$ cat src/rtl/div_request_arbiter_pkg.sv
// div_request_arbiter_pkg: shared FSM state and response error encodings
package div_request_arbiter_pkg;
    typedef enum logic [1:0] {IDLE, LAUNCH, WAIT, RESP} state_t;
    typedef enum logic [1:0] {ERR_OK = 2'b00, ERR_DZ = 2'b01, ERR_OVF = 2'b10, ERR_TO = 2'b11} err_t;
endpackage

$ cat src/rtl/div_request_arbiter_rr_arbiter.sv
// rr_arbiter: grants the first active request at or after the pointer, wrapping around
module rr_arbiter #(
    parameter int N  = 4,
    parameter int IW = (N > 1) ? $clog2(N) : 1
) (
    input  logic [N-1:0]  req,
    input  logic [IW-1:0] ptr,
    output logic [N-1:0]  gnt,
    output logic [IW-1:0] idx,
    output logic          any
);
    // scan from the farthest slot back so the nearest active request wins
    always_comb begin
        idx = '0;
        for (int i = N - 1; i >= 0; i--)
            if (req[(int'(ptr) + i) % N]) idx = IW'((int'(ptr) + i) % N);
        any = |req;
        gnt = any ? N'(1) << idx : '0;
    end
endmodule

$ cat src/rtl/div_request_arbiter.sv
// div_request_arbiter: shares one divider core among requesters with pre-checks and a watchdog
module div_request_arbiter
    import div_request_arbiter_pkg::*;
#(
    parameter int N_REQ   = 4,
    parameter int AW      = 12,
    parameter int DW      = 6,
    parameter int TIMEOUT = 64
) (
    input  logic                clk,
    input  logic                rst,
    input  logic [N_REQ-1:0]    req,
    input  logic [N_REQ*AW-1:0] req_aq,
    input  logic [N_REQ*DW-1:0] req_d,
    output logic [N_REQ-1:0]    ack,
    output logic                div_start,
    output logic [AW-1:0]       div_aq,
    output logic [DW-1:0]       div_d,
    input  logic                div_done,
    input  logic [DW-1:0]       div_q,
    input  logic [DW-1:0]       div_rem,
    output logic                rsp_valid,
    input  logic                rsp_ready,
    output logic [2:0]          rsp_id,
    output logic [DW-1:0]       rsp_q,
    output logic [DW-1:0]       rsp_rem,
    output logic [1:0]          rsp_err,
    output logic                busy
);
    localparam int IW = (N_REQ > 1) ? $clog2(N_REQ) : 1;
    localparam int TW = $clog2(TIMEOUT + 1);
    state_t state, state_nx;
    err_t err_r, pre_err;
    logic [IW-1:0] rr_ptr, id_r, g_idx;
    logic [N_REQ-1:0] gnt;
    logic g_any, prev_done, rise, expired;
    logic [AW-1:0] aq_r, sel_aq;
    logic [DW-1:0] d_r, sel_d, q_r, rem_r;
    logic [TW-1:0] wdog;

    rr_arbiter #(.N(N_REQ), .IW(IW)) u_rr (.req(req), .ptr(rr_ptr), .gnt(gnt), .idx(g_idx), .any(g_any));

    assign sel_aq  = req_aq[int'(g_idx)*AW +: AW];
    assign sel_d   = req_d[int'(g_idx)*DW +: DW];
    assign pre_err = (sel_d == '0) ? ERR_DZ : (sel_aq[AW-1:DW] >= sel_d) ? ERR_OVF : ERR_OK;
    assign rise    = div_done & ~prev_done;
    assign expired = wdog == TW'(TIMEOUT - 1);

    // ack is only meaningful while the reset is released and the arbiter is idle
    assign ack       = (rst && state == IDLE) ? gnt : '0;
    assign div_start = state == LAUNCH;
    assign busy      = state != IDLE;
    assign rsp_valid = state == RESP;
    assign div_aq    = aq_r;
    assign div_d     = d_r;
    assign rsp_id    = 3'(id_r);
    assign rsp_q     = q_r;
    assign rsp_rem   = rem_r;
    assign rsp_err   = err_r;

    // next state: a done edge beats the watchdog in the same cycle
    always_comb begin
        state_nx = state;
        case (state)
            IDLE:    if (g_any) state_nx = (pre_err == ERR_OK) ? LAUNCH : RESP;
            LAUNCH:  state_nx = WAIT;
            WAIT:    if (rise || expired) state_nx = RESP;
            RESP:    if (rsp_ready) state_nx = IDLE;
            default: state_nx = IDLE;
        endcase
    end

    // state, operand capture, result latching and watchdog
    always_ff @(posedge clk or negedge rst) begin
        if (!rst) begin
            state     <= IDLE;
            rr_ptr    <= '0;
            id_r      <= '0;
            aq_r      <= '0;
            d_r       <= '0;
            q_r       <= '0;
            rem_r     <= '0;
            err_r     <= ERR_OK;
            wdog      <= '0;
            prev_done <= 1'b0;
        end else begin
            state     <= state_nx;
            prev_done <= div_done;
            if (state == IDLE && g_any) begin
                id_r   <= g_idx;
                aq_r   <= sel_aq;
                d_r    <= sel_d;
                err_r  <= pre_err;
                q_r    <= '0;
                rem_r  <= '0;
                rr_ptr <= (int'(g_idx) == N_REQ - 1) ? '0 : g_idx + 1'b1;
            end
            if (state == LAUNCH) wdog <= '0;
            if (state == WAIT) begin
                wdog <= wdog + 1'b1;
                if (rise) begin
                    q_r   <= div_q;
                    rem_r <= div_rem;
                end else if (expired) err_r <= ERR_TO;
            end
        end
    end
endmodule

$ cat config.mk
export PLATFORM = sky130hd
export DESIGN_NAME = div_request_arbiter
export DESIGN_NICKNAME = d
export VERILOG_FILES = /design/src/rtl/div_request_arbiter_pkg.sv /design/src/rtl/div_request_arbiter_rr_arbiter.sv /design/src/rtl/div_request_arbiter.sv
export SDC_FILE = /design/constraint.sdc
export NUM_CORES = 1
export LEC_CHECK = 0
export CAP_MARGIN = 10
export CORE_MARGIN = 5
export CORE_UTILIZATION = 41
export DETAILED_ROUTE_END_ITERATION = 8
export PLACE_DENSITY_LB_ADDON = 0.08
export SLEW_MARGIN = 25
export SYNTH_ARGS = -nofsm -noshare
export SYNTH_HDL_FRONTEND = slang
export SYNTH_SLANG_ARGS = --single-unit
$ cat constraint.sdc
create_clock -name clk -period 4.5 [get_ports clk]
set_input_delay 0.675 -clock clk [delete_from_list [all_inputs] [get_ports clk]]
set_output_delay 0.675 -clock clk [all_outputs]
set_load 0.01 [all_outputs]
* Word-level counts from Yosys, hierarchy flattened *
Cells that the tools add are included.

cells by class
  bitwise operators = 5
  equal/unequal tests = 8
  $mul = 2
  multiplexer cells = 37
  $lt $le $gt $ge = 5
  shift-type cells = 3
  $add $sub $neg = 5
  reduce and logical (&&, ||, !) cells = 13
  divide/modulo/power cells = 0

operators by type and width
  cell                   count
  $shiftx A48 B7 Y12     1
  $mux W6                6
  $mux W2                15
  $shiftx A24 B6 Y6      1
  $mux W7                2
  $lt A3 B4 Y1 const B   3
  $bmux W1 S2            4
  $mul A2 B2 Y4 const B  2
  $mux W4                2
  $pmux W2 S4            1
  $add A7 B1 Y7 const B  1
  $eq A7 B6 Y1 const B   1
  $mux W1                7
  $ge A6 B6 Y1           1
  $logic_not A6 Y1       1
  $reduce_or A2 Y1       3
  $add A2 B1 Y2 const B  2
  $add A2 B2 Y2 const B  2
  $eq A2 B1 Y1 const B   2
  $eq A2 B2 Y1 const B   2
  $logic_not A2 Y1       2
  $ne A2 B2 Y1 const B   2
  $reduce_bool A2 Y1     2
  $reduce_or A4 Y1       1
  9 further kinds        12

word-level totals
  flip-flop bits (word level) = 46
  logic and storage cells = 88
  bits in read-only memories = 0
  memories = 0
  memory bits (writable) = 0
  bits in latches = 0
  output and inout bits = 42
  input port bits = 92

* Longest topological paths before layout *
Gate-level depths: netlist of the first run.

  word-level depth = 19
  depth in mapped cells = 18
  gate-level depth less buffers = 16

* Modules after synthesis *
A second synthesis of the first run with hierarchy kept.

unflattened totals
  cells, all modules = 260
  area total of the unflattened synthesis = 2781.4 sq um

by module, submodules not included
  module               area each (sq um)  times used  cells each  sequential area each (sq um)
  div_request_arbiter  2570.0             1           227         1151.1
  rr_arbiter           211.5              1           33          0.0

* Least setup slack after synthesis of the first run *
No wires, ideal clock.

  path type = input -> register
  start point = input req[0]
  end point = register err_r[1] (netlist: rsp_err[1])
  cell stages on the path = 18
  buffers on the path = 3
  required time = 4.374 ns
  arrival = 3.467 ns
  library setup time = 0.126 ns
  slack = 0.907 ns
  cells stage by stage = nand2_1 -> a21oi_1 -> a211oi_2 -> buf_6 -> buf_6 -> buf_6 -> mux2i_1 -> nand2_1 -> o21ai_1 -> ha_1 -> nand2b_1 -> a21o_1 -> a21o_1 -> a21o_1 -> a21o_1 -> a21oi_1 -> nor2_1 -> a221o_1

between the ends
  longest elaborated chain between the ends = 16
  elaborated cells on any way between the ends = 29
  those cells by class = 2 x mul; 1 x order compare; 2 x shift; 21 x mux; 3 x reduce/logical

ends and longest elaborated chain
  element                                                  line                                                  text
  from (decl)                                              div_request_arbiter.sv:12                             input logic [N_REQ-1:0] req,
  $bmux W1 S2                                              div_request_arbiter_rr_arbiter.sv:16                  if (req[(int'(ptr) + i) % N]) idx = IW'((int'(ptr) + i) % N);
  $mux W1 (not written as such) (2 in a row)               div_request_arbiter_rr_arbiter.sv:16
  $mux W2 (4 in a row)                                     div_request_arbiter_rr_arbiter.sv:16
  $mul A2 B2 Y4                                            div_request_arbiter.sv:43, div_request_arbiter.sv:44
  $shiftx A48 B7 Y12 or $shiftx A24 B6 Y6 (tied branches)  div_request_arbiter.sv:43, div_request_arbiter.sv:44
  $ge A6 B6 Y1                                             div_request_arbiter.sv:45                             assign pre_err = (sel_d == '0) ? ERR_DZ : (sel_aq[AW-1:DW] >= sel_d) ? ERR_OVF : ERR_OK;
  $mux W2 (2 in a row)                                     div_request_arbiter.sv:45
  $mux W2 (*)                                              div_request_arbiter.sv:89                             if (state == IDLE && g_any) begin
  $mux W2                                                  div_request_arbiter.sv:104                            end else if (expired) err_r <= ERR_TO;
  $mux W2                                                  div_request_arbiter.sv:101                            if (rise) begin
  $mux W2 (*)                                              div_request_arbiter.sv:99                             if (state == WAIT) begin
  to (signal assigned)                                     div_request_arbiter.sv:93                             err_r <= pre_err;
  to (decl)                                                div_request_arbiter.sv:33                             err_t err_r, pre_err;

Every way passes the cells marked *; elsewhere a longest branch is shown, timed or not. The select of a mux whose other input is x is not followed.
A chain may end at the register's enable or synchronous reset.

* Final worst setup path of the first run *
  start point = input req[1]
  end point = register err_r[1] (netlist: rsp_err[1])

Same word-level chain as after synthesis.

==> impl_results.md, run 1 <==
* WS Path Type: in2reg
* Reg power frac at 28.4%
* Setup Viol. Count Final at 0
* Critical Path Sink Type: flip-flop
* Die area at 8620 sq um
* Vias per cell at 4.98
* Power density cells at 559 nW/um^2
* Hpwl dp at 6290 um
* Rows at 30
* Initial Util at 41.9%
* Htree depth at 2
* CTS tree: done
* Post-DRT Antenna Nets at 0
* Worst Tran Pin Value at 0.863 ns
* DR DRC count at 0
* Num CTS Buffers at 5
* Fin crit period at 3.88 ns
* Total power at 2.43 mW
* First-pass GRT wire length at 12700 um
* Fill cells at 588
* Critical-path maximum fanout at 14
* Cts hold-fix bufs at 0
* Max frequency at 0.258 GHz
* RePlAce Congestion at 0.786
* Die W at 92.8 um
* TNS Setup at 0 ns
* Post-synthesis register bit count at 46
* Worst Path Arrival at 4.07 ns
* Ant. Diodes at 0
* Sw Pwr at 0.914 mW
* DIE HEIGHT at 92.8 um
* Area of the multi-input gates at 1530 sq um
* Hold Path Class: in2async
* Mapped cell area at 2810 sq um
* CTS root buf: clkbuf_8
* Clk Latency, worst-skew pair at 0.30 ns
* Critical path startpoint: req[1]
* Switch share at 37.7%
* Wire per inst at 15.6 um
* Io pins at 134
* Worst EP required at 4.69 ns
* Post-Synthesis Cells at 310
* Final period util at 86.3%
* Final hold vios at 0
* Via count at 2591
* GRT Overall Usage at 18.7%
* Synth Net Count at 418
* CP Launch Type: primary input
* Yosys warnings at 0
* Worst-path clk slew at 0.09 ns
* Postcts setup bufs at 0
* Unrepaired setup endpoints after global routing: false
* Max Slew Vio Count at 0
* Mean Syn Cell Area at 9.08 sq um
* Number of global-route vias before repair at 2498
* Initial antenna violation count at 0
* Initial drt markers at 66
* Final non-filler cell total at 520
* Gr ovfl total at 0
* Fin Hold WS at 0.211 ns
* Maximum vdd drop at 0.000224 V
* Status: completed
* Comb power frac at 55.8%
* Max-cap violations at 0
* CTS resizes at 0
* Sink Count at 46
* Worst slew margin at 42.5%
* Netlist cell types at 38
* Core ar. at 6720 sq um
* Worst Skew at 0.00270 ns
* Deepest clock path buffer count at 2
* Placed Cells at 512
* Seq/Total Area, Yosys at 40.9%
* Static Leak at 1.96 nW
* Pint at 1.51 mW
* Final WL at 8120 um
* Port bufs at 132
* Drt first pass iters at 4
* Clock network fraction of total power at 15.8%
* Worst r2r src: rr_ptr[1]$_DFFE_PN0P_
* Share of cells above drive strength 1 at 7.95%
* Area grow syn2layout at 54.2%
* # nets final at 547
* Largest net degree at the start of global routing at 42
* FF/Latch Area at 1150 sq um
==> power groups by stage <==
stage / clock network, mW / registers (mW) / logic (mW)
final: 0.384 / 0.689 / 1.35
after global routing: 0.409 / 0.715 / 1.51
after CTS: 0.395 / 0.690 / 1.38
after detailed placement: 0 / 0.697 / 1.37
after global placement: 0 / 0.694 / 1.34
after floorplan: 0 / 0.756 / 0.713
==> cell type report <==
cell class | instances | share of cell area, %
multi-input cells | 233 | 35.1
repair buffers | 139 | 31.5
flip-flops and latches | 46 | 26.5
well taps | 80 | 2.31
clock buffers | 6 | 1.90
clock inverters | 2 | 1.38
inverters | 14 | 1.21
==> worst max-delay path: stages <==
cell and delay (ns):
clkdlybuf4s50_1 0.54, mux2i_1 0.13, a211oi_4 0.35, buf_4 0.21, buf_4 0.25, mux2i_1 0.12
mux2_2 0.29, ha_1 0.29, a21o_1 0.15, a21o_1 0.17, a21o_1 0.17, a21o_1 0.16
a21oi_1 0.19, nor2_1 0.06, a221o_1 0.32
==> cell usage after synthesis <==
master	count	area [sq um]
nand2_1	73	274
dfrtp_1	46	1150
o21ai_0	41	205
mux2i_1	34	340
ha_1	16	200
inv_1	13	48.8
mux2_2	13	146
clkbuf_1	11	41.3
a21oi_1	9	45.0
nor2_1	6	22.5
and3_1	5	31.3
nand3_1	5	25.0
a21o_1	4	30.0
buf_6	4	45.0
nand2b_1	3	18.8
o21ai_1	3	15.0
nor2b_1	2	12.5
or3_1	2	12.5
a211oi_2	1	12.5
a221o_1	1	10.0
a2bb2oi_1	1	8.76
a31oi_1	1	6.26
a41oi_1	1	8.76
and4_4	1	11.3
buf_2	1	5.00
buf_4	1	7.51
conb_1	1	3.75
inv_2	1	3.75
nand3_2	1	10.0
nand3b_1	1	7.51
nand4_1	1	6.26
nor3_1	1	5.00
nor3b_1	1	7.51
nor4_1	1	6.26
o211ai_1	1	7.51
o22ai_1	1	6.26
or2_2	1	6.26
xor2_1	1	8.76
==> per-stage QoR <==
step	util [%]	worst slack [ns]	instance area, sq um
finish	64.6	0.618	4340
global route	64.6	0.404	4340
CTS	64.6	0.618	4340
detailed placement	62.5	0.295	4200
global placement	62.5	0.390	4200
floorplan	-	0.907	2810
==> logic make-up (layout without fill, tap and decap cells) <==
family | after synthesis | count (layout) | synth area share, %
AO/OA/AOI/OAI | 64 | 64 | 12.6
XOR/XNOR | 1 | 1 | 0.311
adder cells (fa/ha/maj) | 16 | 16 | 7.11
buffers and inverters | 31 | 161 | 5.38
flip-flops | 46 | 46 | 40.9
multiplexers | 47 | 47 | 17.3
other | 1 | 1 | 0.133
AND/OR/NAND/NOR | 104 | 104 | 16.2
==> sequential cells by signal, indices dropped and copies added, names as in the netlist <==
signal	cells
div_aq	12
wdog	7
div_d	6
rsp_q	6
rsp_rem	6
id_r	2
rr_ptr	2
rsp_err	2
state	2
prev_done	1
==> layout by cell type (no fill, tap or decap), types with 5 or more instances in the layout <==
cell type,n
and3_1,5
mux2i_1,34
clkbuf_8,6
a21oi_1,9
o21ai_0,41
inv_1,13
nand2_1,73
nor2_1,6
dfrtp_1,46
mux2_2,13
ha_1,16
buf_4,7
nand3_1,5
clkdlybuf4s50_1,131
==> final timing paths <==
kind / slack [ns] / to / cells past startpoint
min in group clk: 0.48 / div_d[5]$_DFFE_PN0P_ / 2
setup reg to reg: 1.01 / rsp_err[1]$_DFF_PN0_ / 15
hold / removal: 0.21 / id_r[1]$_DFFE_PN0P_ / 1
hold reg to reg: 0.48 / div_d[5]$_DFFE_PN0P_ / 2
max in group asynchronous: 3.50 / rsp_q[3]$_DFF_PN0_ / 2
setup / recovery: 0.62 / rsp_err[1]$_DFF_PN0_ / 15
==> layer usage <==
| metal | up-vias | wire length [um] | global-route usage, % |
|---|---|---|---|
| met4 | 0 | 66 | 3.79 |
| li1 | 1310 | - | - |
| met3 | 5 | 622 | 5.77 |
| met5 | - | 0 | 0 |
| met2 | 76 | 3910 | 31.1 |
| met1 | 1200 | 3520 | 23.9 |
No activity file was read; power rests on OpenSTA's default activity.
==> run 2: changes to the inputs <==
--- a/config.mk
+++ b/config.mk
@@ -8,6 +8,7 @@
 export CAP_MARGIN = 10
 export CORE_MARGIN = 5
 export CORE_UTILIZATION = 41
+export CTS_CLUSTER_DIAMETER = 200
 export DETAILED_ROUTE_END_ITERATION = 8
 export PLACE_DENSITY_LB_ADDON = 0.08
 export SLEW_MARGIN = 25
==> results of run 2 <==
The final DEF is identical to that of run 1; final timing and power are the same.
==> patch: new RTL, flow settings as in run 1 <==
Set the parameter `N_REQ` to 2 (it was 4).
--- a/src/rtl/div_request_arbiter.sv
+++ b/src/rtl/div_request_arbiter.sv
@@ -2,7 +2,7 @@
 module div_request_arbiter
     import div_request_arbiter_pkg::*;
 #(
-    parameter int N_REQ   = 4,
+    parameter int N_REQ   = 2,
     parameter int AW      = 12,
     parameter int DW      = 6,
     parameter int TIMEOUT = 64
Ports: changed (resized ack, req, req_aq and req_d); port bits go from 134 to 94. No check against the original RTL was run, so the function may have changed too.
==> patch against run 1 <==
Synthesized area down 20%. Worst setup slack gained 0.62 ns. Cell area fell by 24%. Clock power shrank 32%. Via count is 28% lower. Wire length decreased by 32%. Sequential share of layout area rose by 7.0 points. Critical path depth is 9 lower. Sequential cell count shrank 2. Power is 23% lower. Combinational power down 30%. Cell count is 26% lower. Largest cell class is now flip-flops and latches. Largest power group unchanged.
==> patch: results (changes against run 1) <==
[routing]
met2_length_microns = 2580  ; was 3910 microns
drt-met1-wl_microns = 2600  ; was 3520 microns
wire_per_inst_microns = 14.5  ; was 15.6 microns
drt_iter0_markers = 63  ; was 66
viasPerCell = 4.88  ; was 4.98
route.met3.wl_microns = 326  ; was 622 microns
vias = 1869  ; was 2,591

[logic_synthesis]
seq_area_frac_synth_pct = 49.2  ; was 40.9%
synth_compound_area_share_pct = 14.1  ; was 12.6%
avgSynthCellArea_sq_um = 10.1  ; was 9.08 sq um
synthMuxAreaShare_pct = 9.50  ; was 17.3%
synth_fa_ha_area_share_pct = 6.70  ; was 7.11%
netlist_top_cells_area = dfrtp_1 (49%), ha_1 (6.7%), nand2_1 (6.5%)  ; was dfrtp_1 (41%), mux2i_1 (12%), nand2_1 (9.7%)
synth_xor_xnor_area_share_pct = 0.391  ; was 0.311%
synth_top_cells_by_count = dfrtp_1 (44), nand2_1 (39), o21ai_1 (20)  ; was nand2_1 (73), dfrtp_1 (46), o21ai_0 (41)

[setup_path]
r2r_start = rr_ptr$_DFFE_PN0P_  ; was rr_ptr[1]$_DFFE_PN0P_
startpoint = req[0]  ; was req[1]
r2r_cells = 8  ; was 15
crit_fanout = 16  ; was 14
worst-r2r-setup-slack_ns = 1.94  ; was 1.01 ns
crit_arrival_ns = 2.59  ; was 4.07 ns
crit_end = ack[1]  ; was rsp_err[1]$_DFF_PN0_

[global_route]
grt_max_degree = 36  ; was 42
track_usage_pct = 16.0  ; was 18.7%
grt_pass1_wl_microns = 9160  ; was 12,700 microns
grt.met3_usage_pct = 4.94  ; was 5.77%
grtUsageMet1_pct = 21.4  ; was 23.9%

[timing]
worst_clock_skew_ns = 0.00787  ; was 0.00270 ns
fmaxAchievable_mhz = 306  ; was 258 MHz
tightest_slew_ns = 0.889  ; was 0.863 ns

[placement]
place_ws_ns = 1.07  ; was 0.295 ns
placed_cell_area_sq_um = 3190  ; was 4200 sq um
dp.final_hpwl_microns = 4280  ; was 6290 microns

[power_and_ir_drop]
p_switching_mw = 0.685  ; was 0.914 mW
vdd_drop_max_uv = 287  ; was 224 uV
p_leak_nw = 1.48  ; was 1.96 nW
p_sw_share_pct = 36.6  ; was 37.7%
powerClk_mw = 0.260  ; was 0.384 mW

[run_status]
status = finished, final reports clean  ; unchanged

[cells_and_area]
layout-drive-gt1-share_pct = 7.40  ; was 7.95%
nNetsFinal = 376  ; was 547
synthToLayoutAreaGrowth_pct = 46.7  ; was 54.2%
n_fill_cell = 467  ; was 588

## patch: cell types whose count changed after synthesis, sizes merged, moves of 3 or more
cell           run 1  this run
nand2             73        39
mux2i             34        13
o21ai             44        24
a22o               0        12
nor2               6        14
a21oi              9         3
mux2              13         7
clkbuf            11         6
ha                16        12
and3               5         2
nor3               1         4
## patch: area by class of cell
cell class	instances	share of cell area [%]
sequential	44	33.5
multi-input combinational	154	31.5
timing repair buffer	93	28.0
tap	72	2.74
clock buffer	7	2.63
inverter	12	1.37
clock inverter	1	0.228
## patch: critical path: stages
cell,delay [ns]
clkdlybuf4s50_1,0.56
inv_2,0.06
o21ai_4,0.46
buf_4,0.29
nor2_1,0.06
clkdlybuf4s50_1,0.47
## patch: logic make-up after synthesis
group,after synthesis
and+or+nand+nor,73
AOI/OAI and AO/OA,46
DFF,44
buffers and inverters,24
muxes,20
adders and majority gates,12
other,1
xor gates and xnor gates,1
